===== config.mk =====
export PLATFORM = sky130hd
export DESIGN_NAME = vrb_arbiter_flat
export DESIGN_NICKNAME = d
export VERILOG_FILES = /design/src/rtl/vrb_arbiter_if.sv /design/src/rtl/vrb_arbiter.sv /design/src/flat_wrapper.sv
export SDC_FILE = /design/constraint.sdc
export NUM_CORES = 1
export LEC_CHECK = 0
export ABC_AREA = 1
export BUFFER_PORTS_ARGS = -buffer_cell sky130_fd_sc_hd__clkbuf_2
export CAP_MARGIN = 20
export CORE_AREA = 2 2 164 166
export CTS_CLUSTER_DIAMETER = 120
export DETAILED_ROUTE_END_ITERATION = 7
export DIE_AREA = 0 0 166 168
export PLACE_DENSITY = 0.36
export SYNTH_ARGS = -nofsm -noshare
export SYNTH_HDL_FRONTEND = slang
export SYNTH_SLANG_ARGS = --single-unit

===== constraint.sdc =====
create_clock -name clk -period 4 [get_ports clk]
set_clock_uncertainty 0.1 [all_clocks]
set_input_delay 0.4 -clock clk [delete_from_list [all_inputs] [get_ports clk]]
set_output_delay 0.4 -clock clk [all_outputs]
set_load 0.005 [all_outputs]

===== src/rtl/vrb_arbiter_if.sv =====
// Command/response bundle for one VRB memory port. Masters use `master`,
// the arbiter faces each master with `slave` and drives memory through `mem_master`.
interface vrb_arbiter_if #(
    parameter int AW = 32,
    parameter int DW = 32
);
    logic            cmd_valid;
    logic [AW-1:0]   cmd_addr;
    logic            cmd_read;
    logic [DW-1:0]   cmd_wdata;
    logic [DW/8-1:0] cmd_wmask;
    logic            cmd_ready;
    logic            rsp_valid;
    logic            rsp_err;
    logic [DW-1:0]   rsp_rdata;

    modport master (
        output cmd_valid, cmd_addr, cmd_read, cmd_wdata, cmd_wmask,
        input  cmd_ready, rsp_valid, rsp_err, rsp_rdata
    );

    modport slave (
        input  cmd_valid, cmd_addr, cmd_read, cmd_wdata, cmd_wmask,
        output cmd_ready, rsp_valid, rsp_err, rsp_rdata
    );

    // The shared memory accepts every command, so this side carries no ready.
    modport mem_master (
        output cmd_valid, cmd_addr, cmd_read, cmd_wdata, cmd_wmask,
        input  rsp_valid, rsp_err, rsp_rdata
    );
endinterface


===== src/rtl/vrb_arbiter.sv =====
// Shares one VRB memory port between EXT, IFU and LSU: EXT has priority,
// IFU/LSU alternate, one transaction in flight, missing responses time out.
module vrb_arbiter #(
    parameter int AW      = 32,
    parameter int DW      = 32,
    parameter int TIMEOUT = 16
) (
    input  logic              clk,
    input  logic              rst_n,
    vrb_arbiter_if.slave      ext_if,
    vrb_arbiter_if.slave      ifu_if,
    vrb_arbiter_if.slave      lsu_if,
    vrb_arbiter_if.mem_master mem_if,
    output logic              o_busy
);
    localparam int MW = DW / 8;
    localparam int M_EXT = 0;
    localparam int M_IFU = 1;
    localparam int M_LSU = 2;
    localparam logic [7:0] TMO_LAST = 8'(TIMEOUT - 1);

    typedef enum logic {
        ST_IDLE,
        ST_WAIT
    } state_t;

    state_t     state_q;
    logic [2:0] grant_q;
    logic       rr_last_q;
    logic [7:0] tmo_cnt_q;

    logic [2:0]    req;
    logic [2:0]    win;
    logic [AW-1:0] addr_arr  [3];
    logic          read_arr  [3];
    logic [DW-1:0] wdata_arr [3];
    logic [MW-1:0] wmask_arr [3];
    logic [AW-1:0] addr_m    [3];
    logic          read_m    [3];
    logic [DW-1:0] wdata_m   [3];
    logic [MW-1:0] wmask_m   [3];

    logic          in_wait;
    logic          rsp_fire;
    logic          tmo_fire;
    logic          done;
    logic          rsp_err_mux;
    logic [DW-1:0] rsp_rdata_mux;
    logic [2:0]    rsp_v_vec;

    assign req = {lsu_if.cmd_valid, ifu_if.cmd_valid, ext_if.cmd_valid};

    assign addr_arr[M_EXT]  = ext_if.cmd_addr;
    assign addr_arr[M_IFU]  = ifu_if.cmd_addr;
    assign addr_arr[M_LSU]  = lsu_if.cmd_addr;
    assign read_arr[M_EXT]  = ext_if.cmd_read;
    assign read_arr[M_IFU]  = ifu_if.cmd_read;
    assign read_arr[M_LSU]  = lsu_if.cmd_read;
    assign wdata_arr[M_EXT] = ext_if.cmd_wdata;
    assign wdata_arr[M_IFU] = ifu_if.cmd_wdata;
    assign wdata_arr[M_LSU] = lsu_if.cmd_wdata;
    assign wmask_arr[M_EXT] = ext_if.cmd_wmask;
    assign wmask_arr[M_IFU] = ifu_if.cmd_wmask;
    assign wmask_arr[M_LSU] = lsu_if.cmd_wmask;

    // rr_last_q=1 means LSU was served last, so IFU takes the next tie.
    always_comb begin
        win = 3'b000;
        if (state_q == ST_IDLE) begin
            if (req[M_EXT]) begin
                win[M_EXT] = 1'b1;
            end else if (req[M_IFU] && (!req[M_LSU] || rr_last_q)) begin
                win[M_IFU] = 1'b1;
            end else if (req[M_LSU]) begin
                win[M_LSU] = 1'b1;
            end
        end
    end

    generate
        for (genvar gi = 0; gi < 3; gi++) begin : g_mask
            assign addr_m[gi]  = addr_arr[gi]  & {AW{win[gi]}};
            assign read_m[gi]  = read_arr[gi]  & win[gi];
            assign wdata_m[gi] = wdata_arr[gi] & {DW{win[gi]}};
            assign wmask_m[gi] = wmask_arr[gi] & {MW{win[gi]}};
        end
    endgenerate

    // win is one-hot or zero, so OR-ing the masked payloads is the mux.
    assign mem_if.cmd_valid = |win;
    assign mem_if.cmd_addr  = addr_m[0]  | addr_m[1]  | addr_m[2];
    assign mem_if.cmd_read  = read_m[0]  | read_m[1]  | read_m[2];
    assign mem_if.cmd_wdata = wdata_m[0] | wdata_m[1] | wdata_m[2];
    assign mem_if.cmd_wmask = wmask_m[0] | wmask_m[1] | wmask_m[2];

    assign ext_if.cmd_ready = win[M_EXT];
    assign ifu_if.cmd_ready = win[M_IFU];
    assign lsu_if.cmd_ready = win[M_LSU];

    assign in_wait       = (state_q == ST_WAIT);
    assign rsp_fire      = in_wait && mem_if.rsp_valid;
    assign tmo_fire      = in_wait && !mem_if.rsp_valid && (tmo_cnt_q == TMO_LAST);
    assign done          = rsp_fire || tmo_fire;
    assign rsp_err_mux   = rsp_fire ? mem_if.rsp_err : 1'b1;
    assign rsp_rdata_mux = rsp_fire ? mem_if.rsp_rdata : '0;
    assign rsp_v_vec     = grant_q & {3{done}};

    assign ext_if.rsp_valid = rsp_v_vec[M_EXT];
    assign ifu_if.rsp_valid = rsp_v_vec[M_IFU];
    assign lsu_if.rsp_valid = rsp_v_vec[M_LSU];
    assign ext_if.rsp_err   = rsp_v_vec[M_EXT] & rsp_err_mux;
    assign ifu_if.rsp_err   = rsp_v_vec[M_IFU] & rsp_err_mux;
    assign lsu_if.rsp_err   = rsp_v_vec[M_LSU] & rsp_err_mux;
    assign ext_if.rsp_rdata = {DW{rsp_v_vec[M_EXT]}} & rsp_rdata_mux;
    assign ifu_if.rsp_rdata = {DW{rsp_v_vec[M_IFU]}} & rsp_rdata_mux;
    assign lsu_if.rsp_rdata = {DW{rsp_v_vec[M_LSU]}} & rsp_rdata_mux;

    assign o_busy = in_wait;

    always_ff @(posedge clk or negedge rst_n) begin
        if (!rst_n) begin
            state_q   <= ST_IDLE;
            grant_q   <= 3'b000;
            rr_last_q <= 1'b1;
            tmo_cnt_q <= 8'd0;
        end else begin
            case (state_q)
                ST_IDLE: begin
                    if (|win) begin
                        state_q   <= ST_WAIT;
                        grant_q   <= win;
                        tmo_cnt_q <= 8'd0;
                        if (win[M_IFU]) begin
                            rr_last_q <= 1'b0;
                        end else if (win[M_LSU]) begin
                            rr_last_q <= 1'b1;
                        end
                    end
                end
                ST_WAIT: begin
                    tmo_cnt_q <= tmo_cnt_q + 8'd1;
                    if (done) begin
                        state_q <= ST_IDLE;
                        grant_q <= 3'b000;
                    end
                end
                default: begin
                    state_q <= ST_IDLE;
                    grant_q <= 3'b000;
                end
            endcase
        end
    end
endmodule


===== src/flat_wrapper.sv =====
// flat-port wrapper written by rule: the top's interface ports become plain ports
module vrb_arbiter_flat 
#(
    parameter int AW      = 32,
    parameter int DW      = 32,
    parameter int TIMEOUT = 16
)
  (clk, rst_n, o_busy, ext_if_cmd_valid, ext_if_cmd_addr, ext_if_cmd_read, ext_if_cmd_wdata, ext_if_cmd_wmask, ext_if_cmd_ready, ext_if_rsp_valid, ext_if_rsp_err, ext_if_rsp_rdata, ifu_if_cmd_valid, ifu_if_cmd_addr, ifu_if_cmd_read, ifu_if_cmd_wdata, ifu_if_cmd_wmask, ifu_if_cmd_ready, ifu_if_rsp_valid, ifu_if_rsp_err, ifu_if_rsp_rdata, lsu_if_cmd_valid, lsu_if_cmd_addr, lsu_if_cmd_read, lsu_if_cmd_wdata, lsu_if_cmd_wmask, lsu_if_cmd_ready, lsu_if_rsp_valid, lsu_if_rsp_err, lsu_if_rsp_rdata, mem_if_cmd_valid, mem_if_cmd_addr, mem_if_cmd_read, mem_if_cmd_wdata, mem_if_cmd_wmask, mem_if_rsp_valid, mem_if_rsp_err, mem_if_rsp_rdata);
  vrb_arbiter_if #(.AW(AW), .DW(DW)) ext_if_i ();
  vrb_arbiter_if #(.AW(AW), .DW(DW)) ifu_if_i ();
  vrb_arbiter_if #(.AW(AW), .DW(DW)) lsu_if_i ();
  vrb_arbiter_if #(.AW(AW), .DW(DW)) mem_if_i ();
  input  logic clk;
  input  logic rst_n;
  output logic o_busy;
  input wire logic [$bits(ext_if_i.cmd_valid)-1:0] ext_if_cmd_valid;
  input wire logic [$bits(ext_if_i.cmd_addr)-1:0] ext_if_cmd_addr;
  input wire logic [$bits(ext_if_i.cmd_read)-1:0] ext_if_cmd_read;
  input wire logic [$bits(ext_if_i.cmd_wdata)-1:0] ext_if_cmd_wdata;
  input wire logic [$bits(ext_if_i.cmd_wmask)-1:0] ext_if_cmd_wmask;
  output wire logic [$bits(ext_if_i.cmd_ready)-1:0] ext_if_cmd_ready;
  output wire logic [$bits(ext_if_i.rsp_valid)-1:0] ext_if_rsp_valid;
  output wire logic [$bits(ext_if_i.rsp_err)-1:0] ext_if_rsp_err;
  output wire logic [$bits(ext_if_i.rsp_rdata)-1:0] ext_if_rsp_rdata;
  input wire logic [$bits(ifu_if_i.cmd_valid)-1:0] ifu_if_cmd_valid;
  input wire logic [$bits(ifu_if_i.cmd_addr)-1:0] ifu_if_cmd_addr;
  input wire logic [$bits(ifu_if_i.cmd_read)-1:0] ifu_if_cmd_read;
  input wire logic [$bits(ifu_if_i.cmd_wdata)-1:0] ifu_if_cmd_wdata;
  input wire logic [$bits(ifu_if_i.cmd_wmask)-1:0] ifu_if_cmd_wmask;
  output wire logic [$bits(ifu_if_i.cmd_ready)-1:0] ifu_if_cmd_ready;
  output wire logic [$bits(ifu_if_i.rsp_valid)-1:0] ifu_if_rsp_valid;
  output wire logic [$bits(ifu_if_i.rsp_err)-1:0] ifu_if_rsp_err;
  output wire logic [$bits(ifu_if_i.rsp_rdata)-1:0] ifu_if_rsp_rdata;
  input wire logic [$bits(lsu_if_i.cmd_valid)-1:0] lsu_if_cmd_valid;
  input wire logic [$bits(lsu_if_i.cmd_addr)-1:0] lsu_if_cmd_addr;
  input wire logic [$bits(lsu_if_i.cmd_read)-1:0] lsu_if_cmd_read;
  input wire logic [$bits(lsu_if_i.cmd_wdata)-1:0] lsu_if_cmd_wdata;
  input wire logic [$bits(lsu_if_i.cmd_wmask)-1:0] lsu_if_cmd_wmask;
  output wire logic [$bits(lsu_if_i.cmd_ready)-1:0] lsu_if_cmd_ready;
  output wire logic [$bits(lsu_if_i.rsp_valid)-1:0] lsu_if_rsp_valid;
  output wire logic [$bits(lsu_if_i.rsp_err)-1:0] lsu_if_rsp_err;
  output wire logic [$bits(lsu_if_i.rsp_rdata)-1:0] lsu_if_rsp_rdata;
  output wire logic [$bits(mem_if_i.cmd_valid)-1:0] mem_if_cmd_valid;
  output wire logic [$bits(mem_if_i.cmd_addr)-1:0] mem_if_cmd_addr;
  output wire logic [$bits(mem_if_i.cmd_read)-1:0] mem_if_cmd_read;
  output wire logic [$bits(mem_if_i.cmd_wdata)-1:0] mem_if_cmd_wdata;
  output wire logic [$bits(mem_if_i.cmd_wmask)-1:0] mem_if_cmd_wmask;
  input wire logic [$bits(mem_if_i.rsp_valid)-1:0] mem_if_rsp_valid;
  input wire logic [$bits(mem_if_i.rsp_err)-1:0] mem_if_rsp_err;
  input wire logic [$bits(mem_if_i.rsp_rdata)-1:0] mem_if_rsp_rdata;
  assign ext_if_i.cmd_valid = ext_if_cmd_valid;
  assign ext_if_i.cmd_addr = ext_if_cmd_addr;
  assign ext_if_i.cmd_read = ext_if_cmd_read;
  assign ext_if_i.cmd_wdata = ext_if_cmd_wdata;
  assign ext_if_i.cmd_wmask = ext_if_cmd_wmask;
  assign ext_if_cmd_ready = ext_if_i.cmd_ready;
  assign ext_if_rsp_valid = ext_if_i.rsp_valid;
  assign ext_if_rsp_err = ext_if_i.rsp_err;
  assign ext_if_rsp_rdata = ext_if_i.rsp_rdata;
  assign ifu_if_i.cmd_valid = ifu_if_cmd_valid;
  assign ifu_if_i.cmd_addr = ifu_if_cmd_addr;
  assign ifu_if_i.cmd_read = ifu_if_cmd_read;
  assign ifu_if_i.cmd_wdata = ifu_if_cmd_wdata;
  assign ifu_if_i.cmd_wmask = ifu_if_cmd_wmask;
  assign ifu_if_cmd_ready = ifu_if_i.cmd_ready;
  assign ifu_if_rsp_valid = ifu_if_i.rsp_valid;
  assign ifu_if_rsp_err = ifu_if_i.rsp_err;
  assign ifu_if_rsp_rdata = ifu_if_i.rsp_rdata;
  assign lsu_if_i.cmd_valid = lsu_if_cmd_valid;
  assign lsu_if_i.cmd_addr = lsu_if_cmd_addr;
  assign lsu_if_i.cmd_read = lsu_if_cmd_read;
  assign lsu_if_i.cmd_wdata = lsu_if_cmd_wdata;
  assign lsu_if_i.cmd_wmask = lsu_if_cmd_wmask;
  assign lsu_if_cmd_ready = lsu_if_i.cmd_ready;
  assign lsu_if_rsp_valid = lsu_if_i.rsp_valid;
  assign lsu_if_rsp_err = lsu_if_i.rsp_err;
  assign lsu_if_rsp_rdata = lsu_if_i.rsp_rdata;
  assign mem_if_cmd_valid = mem_if_i.cmd_valid;
  assign mem_if_cmd_addr = mem_if_i.cmd_addr;
  assign mem_if_cmd_read = mem_if_i.cmd_read;
  assign mem_if_cmd_wdata = mem_if_i.cmd_wdata;
  assign mem_if_cmd_wmask = mem_if_i.cmd_wmask;
  assign mem_if_i.rsp_valid = mem_if_rsp_valid;
  assign mem_if_i.rsp_err = mem_if_rsp_err;
  assign mem_if_i.rsp_rdata = mem_if_rsp_rdata;
  vrb_arbiter #(.AW(AW), .DW(DW), .TIMEOUT(TIMEOUT)) u_core (.clk(clk), .rst_n(rst_n), .ext_if(ext_if_i), .ifu_if(ifu_if_i), .lsu_if(lsu_if_i), .mem_if(mem_if_i), .o_busy(o_busy));
endmodule

Word level (Yosys, flattened, before mapping). Index checks and enable logic that the tools add are counted.

Output and inout port bits: 176. Flip-flop bits (word level): 13. Memories: 0. Bits in latches: 0. Logic and storage cells: 66. Memory bits (writable): 0. Bits in read-only memories: 0. Input port bits: 246.

$add $sub $neg: 1. Order comparisons: 0. Reduce and logical (&&, ||, !) cells: 12. Equality and inequality tests: 3. Bitwise logic cells: 28. Mux-type cells: 18. Divide/modulo/power cells: 0. $mul: 0. Shift-type cells: 0.

Operator list (count): 32-bit AND (9); 32-bit bitwise OR (4); 32-bit 2-to-1 mux (1); 8-bit one-hot mux with 2 select lines (1); 4-bit AND (3); 1-bit 2-to-1 mux (9); 3-bit 2-to-1 mux (3); 8-bit by 1-bit adder with 8-bit output (second input constant) (1); 8-bit by 4-bit == test with 1-bit output (second input constant) (1); 8-bit 2-to-1 mux (1); 4-bit bitwise OR (2); 1-bit AND (6); 3-bit one-hot mux with 2 select lines (1); 1-bit logical AND (4); 2-bit != test (second input constant) (2); 3-bit AND (1); 3-bit AND reduction (1); 3-bit OR reduction (1); 1-bit logical NOT (2); 1-bit logical OR (2); 2-bit 2-to-1 mux (1); 1-bit bitwise OR (2); 1-bit one-hot mux with 2 select lines (1); 2-bit AND reduction (1); 2 further kinds (2).

Depth between registers and ports, before layout.
Depth in word-level cells: 9. Gate-level depth with buffers: 7. Depth with buffers taken out: 7.

Least setup slack after synthesis. Ideal clock, no wire load.

Path kind: register to output. From: register u_core.tmo_cnt_q[1]. To: output ext_if_rsp_err. Slack: 2.374 ns. Buffers on the path: 0. Arrival time: 1.126 ns. Cell stages (with the launch flop): 6. Data required time: 3.500 ns. Path through: dfrtp_1 ha_1 nand4_2 nor2_1 nor2_2 nor3_1.

Word-level cells in the longest chain between the ends: 5.

Ends and longest elaborated chain: start: declaration (line vrb_arbiter.sv:30) `logic [7:0] tmo_cnt_q;`; start signal: assignment (line vrb_arbiter.sv:141) `tmo_cnt_q <= tmo_cnt_q + 8'd1;`; 8-bit by 4-bit == test with 1-bit output (line vrb_arbiter.sv:102) `assign tmo_fire = in_wait && !mem_if.rsp_valid && (tmo_cnt_q == TMO_LAST);`; 1-bit logical AND (line vrb_arbiter.sv:102); 1-bit logical OR (line vrb_arbiter.sv:103) `assign done = rsp_fire || tmo_fire;`; 3-bit AND (line vrb_arbiter.sv:106) `assign rsp_v_vec = grant_q & {3{done}};`; 1-bit AND (line vrb_arbiter.sv:111) `assign ext_if.rsp_err = rsp_v_vec[M_EXT] & rsp_err_mux;`; end: declaration (line flat_wrapper.sv:23) `output wire logic [$bits(ext_if_i.rsp_err)-1:0] ext_if_rsp_err;`.

No other way between the ends.

Worst setup path in the final report.
From: register u_core.state_q, in the netlist u_core.o_busy. To: output lsu_if_rsp_err.

Word-level cells in the longest chain between the ends: 5. Elaborated cells between the ends (all ways): 7. Classes of those cells: mux (1); bitwise (2); reduce/logical (4).

Ends and longest elaborated chain: start: declaration (line vrb_arbiter.sv:27) `state_t state_q;`; start signal: assignment (line vrb_arbiter.sv:122) `state_q <= ST_IDLE;`; start signal: assignment (line vrb_arbiter.sv:130) `state_q <= ST_WAIT;`; start signal: assignment (line vrb_arbiter.sv:143) `state_q <= ST_IDLE;`; 1-bit logical AND (2 in series) (line vrb_arbiter.sv:102); 1-bit logical OR (line vrb_arbiter.sv:103); 3-bit AND (line vrb_arbiter.sv:106); 1-bit AND * (line vrb_arbiter.sv:113) `assign lsu_if.rsp_err = rsp_v_vec[M_LSU] & rsp_err_mux;`; end: declaration (line flat_wrapper.sv:41) `output wire logic [$bits(lsu_if_i.rsp_err)-1:0] lsu_if_rsp_err;`.

Every way passes the cells marked *; elsewhere a longest branch is shown, timed or not.

==> parameters.txt <==
Parameter                              Value

Critical path
  Data arrival time at the worst-slack endpoint    2210 ps
  Register-to-register setup slack    2020 ps
  Crit-path slowest cell    sky130_fd_sc_hd__dfrtp_1
  Critical path required time    3500 ps
  Sum of buffers and inverters on the critical path    2
  Max FO, Critical Path    34
  Crit-path max cell delay    580 ps
  Type of the setup path with the least slack    reg -> out
  Critical Path Source Type    flop
  Gate family responsible for the most delay along the worst path    buffers and inverters
  CP cell instances    nand2_1, inv_2, nor2_2, nor3_1, clkbuf_2
  Crit end category    output pin

Drt
  Detailed-route DRC error count    0
  Post-detailed-route wirelength per cell    13.6 um
  First-iteration detailed-routing DRC count    152
  Detail-routed via count per cell    3.83
  Number of antenna-violating nets in the routed design    0
  Drt first pass iters    5
  Routed wire length    16400 um
  Number of vias after detailed routing    4611

Synthesis
  Post-Syn Area per Cell    5.74 um2
  Multiplexer share of the synthesized area    0%
  Post-synthesis net count    716
  EDFF count, synth    0
  Ys Warns    0
  Dominant combinational cell family by area after synthesis    simple AND/OR/NAND/NOR gates
  Count of unique library cells instantiated by Yosys    27
  Share of the synthesized netlist area taken by xor and xnor gates    0.325%
  Share of async-settable or async-resettable flops after synthesis    100%
  Sequential cell area fraction in the yosys report    12.1%
  Top_reg_cell synth    sky130_fd_sc_hd__dfrtp_1
  Post-synthesis instance area    2690 um2
  Register bit total from synthesis    13
  Post-Synth Simple-Gate Area    47.6%
  Share of the synthesized area in compound gates (AO/OA/AOI/OAI)    26.4%
  Post-Synth Adder-Cell Area    0.465%
  Gate count after technology mapping    469

STA
  Max frequency    369 MHz
  Post-route minimum period    2710 ps
  Worst setup slack after layout    1290 ps
  Final Slew Violations    0
  Tightest slew margin relative to the limit    34.7%
  Setup repair after global routing missed its margin    false
  Share of the cycle needed by the critical path after routing    67.8%
  Slew of the pin with the lowest slew margin    979 ps
  Worst hold slack across all endpoints    398 ps
  Final setup fails    0
  Final-report hold violation count    0
  Post-route setup TNS    0 ps

Finish
  Share of post-route cells with drive strength above 1    54.3%
  Synthesis-to-finish area growth    88.7%
  Most common library cell in the layout ignoring fill and taps    sky130_fd_sc_hd__clkbuf_2
  Non-filler instance count after layout    1205
  Final net count    1112
  Number of diodes    0
  Most frequent cells in the layout    sky130_fd_sc_hd__clkbuf_2 (421), sky130_fd_sc_hd__nand2_1 (195), sky130_fd_sc_hd__nor2_1 (107)

Die
  Number of rows created at floorplan    60
  Initial core utilization    10.2%
  Die Height    168 um
  Die outline width    166 um
  Core area    26400 um2
  Total I/O pin count    422
  Die Outline Area    27900 um2

Clock tree
  Total number of H-tree levels    1
  Number of buffers created by CTS    3
  Longest Clk Path Bufs    2
  Clk_lat worst skew    240 ps
  CTS tree    yes
  Sink Count    13
  Clk slew on worst S/H paths    50 ps
  Buffer type at the clock tree root    sky130_fd_sc_hd__clkbuf_16

Hold path
  Class of the tightest hold or removal check    in -> reg

Placed design
  Total instance count after detailed placement    1200
  Number of buffers added on ports    421
  Placer's final routability congestion estimate    0.748
  Setup WS pre-CTS    1360 ps
  Detailed Place HPWL    13600 um

Pwr
  Max IR drop VDD    0.122 mV
  Leakage power of the design    3.02 nW
  Power Density    184 nW/um2

GRT
  First-pass GRT wire length    24200 um
  Global-route congestion overflow total    0
  Number of global-route vias before repair    4400
  Antenna violations before repair    1
  Largest net degree at the start of global routing    73
  Global routing usage summed across all routing layers    10.8%

Status
  Outcome    complete, no violations

Run
  Number of max-cap violations    0
[cells by family (layout without fill, tap and decap cells)]
family	after synthesis	in the layout
compound gates	78	78
xor+xnor	1	1
fa+ha+maj	1	1
buf+inv	51	446
flops	13	13
simple gates	325	325
[state kept, by name, summed over array words and instances, names as in the netlist]
name              count
u_core.grant_q        3
u_core.o_busy         1
u_core.rr_last_q      1
u_core.tmo_cnt_q      8
[power breakdown]
part	internal [W]	leakage, nW	switching, W
Sequential	0.000157	0.169	0.0000250
Combinational	0.000249	2.81	0.000313
Clock	0.000135	0.0382	0.0000566
[repair_timing]
item,CTS,global route
endpoints found under the setup margin,0,0
resized for setup,0,0
hold buffers,1,0
endpoints found under the hold margin,12,0
setup buffers,0,0
[Yosys cell counts, types with 2 or more instances]
library cell | count | share of area (%)
sky130_fd_sc_hd__nand2_1 | 195 | 27
sky130_fd_sc_hd__nor2_1 | 107 | 15
sky130_fd_sc_hd__a22oi_1 | 40 | 11
sky130_fd_sc_hd__a22oi_2 | 29 | 13
sky130_fd_sc_hd__buf_6 | 15 | 6.3
sky130_fd_sc_hd__dfrtp_1 | 12 | 11
sky130_fd_sc_hd__buf_4 | 10 | 2.8
sky130_fd_sc_hd__nand3_1 | 10 | 1.9
sky130_fd_sc_hd__clkbuf_1 | 9 | 1.3
sky130_fd_sc_hd__inv_1 | 9 | 1.3
sky130_fd_sc_hd__o21ai_0 | 7 | 1.3
sky130_fd_sc_hd__nor3_1 | 5 | 0.93
sky130_fd_sc_hd__clkinv_1 | 3 | 0.42
sky130_fd_sc_hd__inv_2 | 2 | 0.28
sky130_fd_sc_hd__inv_4 | 2 | 0.46
sky130_fd_sc_hd__nand2_2 | 2 | 0.46
sky130_fd_sc_hd__nor2_2 | 2 | 0.46
[cell type report]
cell class | instances | area [um2]
clock buffer | 4 | 78.8
fill | 3069 | 21300
inverter | 17 | 73.8
multi-input combinational | 405 | 2010
sequential | 13 | 327
tap | 341 | 427
timing repair buffer | 425 | 2160
[worst register-to-register path, delay by kind of cell (launching register included)]
family	cells	cell delay (ps)
buf+inv	1	540
simple gates	4	650
flops	1	580
[stage by stage]
step / area [um2] / utilization (%) / total power, W
2_1_floorplan: 2690 / - / 0.000461
3_3_place_gp: 4960 / 18.8 / 0.000753
3_5_place_dp: 4990 / 18.9 / 0.000758
4_1_cts: 5080 / 19.3 / 0.000956
5_1_grt: 5080 / 19.3 / 0.00102
6_report: 5080 / 19.3 / 0.000936
[worst paths after layout]
| check | depth (start not counted) | end | start |
|---|---|---|---|
| min | 3 | u_core.grant_q[0] | ext_if_cmd_valid |
| max in group asynchronous | 2 | u_core.rr_last_q | rst_n |
| min reg2reg | 2 | u_core.grant_q[2] | u_core.grant_q[2] |
| max | 5 | lsu_if_rsp_err | u_core.o_busy |
| min in group asynchronous | 2 | u_core.tmo_cnt_q[3] | rst_n |
| max reg2reg | 5 | u_core.grant_q[0] | u_core.o_busy |
[routing by layer]
layer,wire length (um),up-vias,global-route usage (%)
met4,158,0,1.66
met2,8670,279,21.2
met3,1440,8,2.21
li1,-,2324,-
met5,0,-,0
met1,6110,2000,12.1
Note: power is estimated with default switching activity, not from simulation.
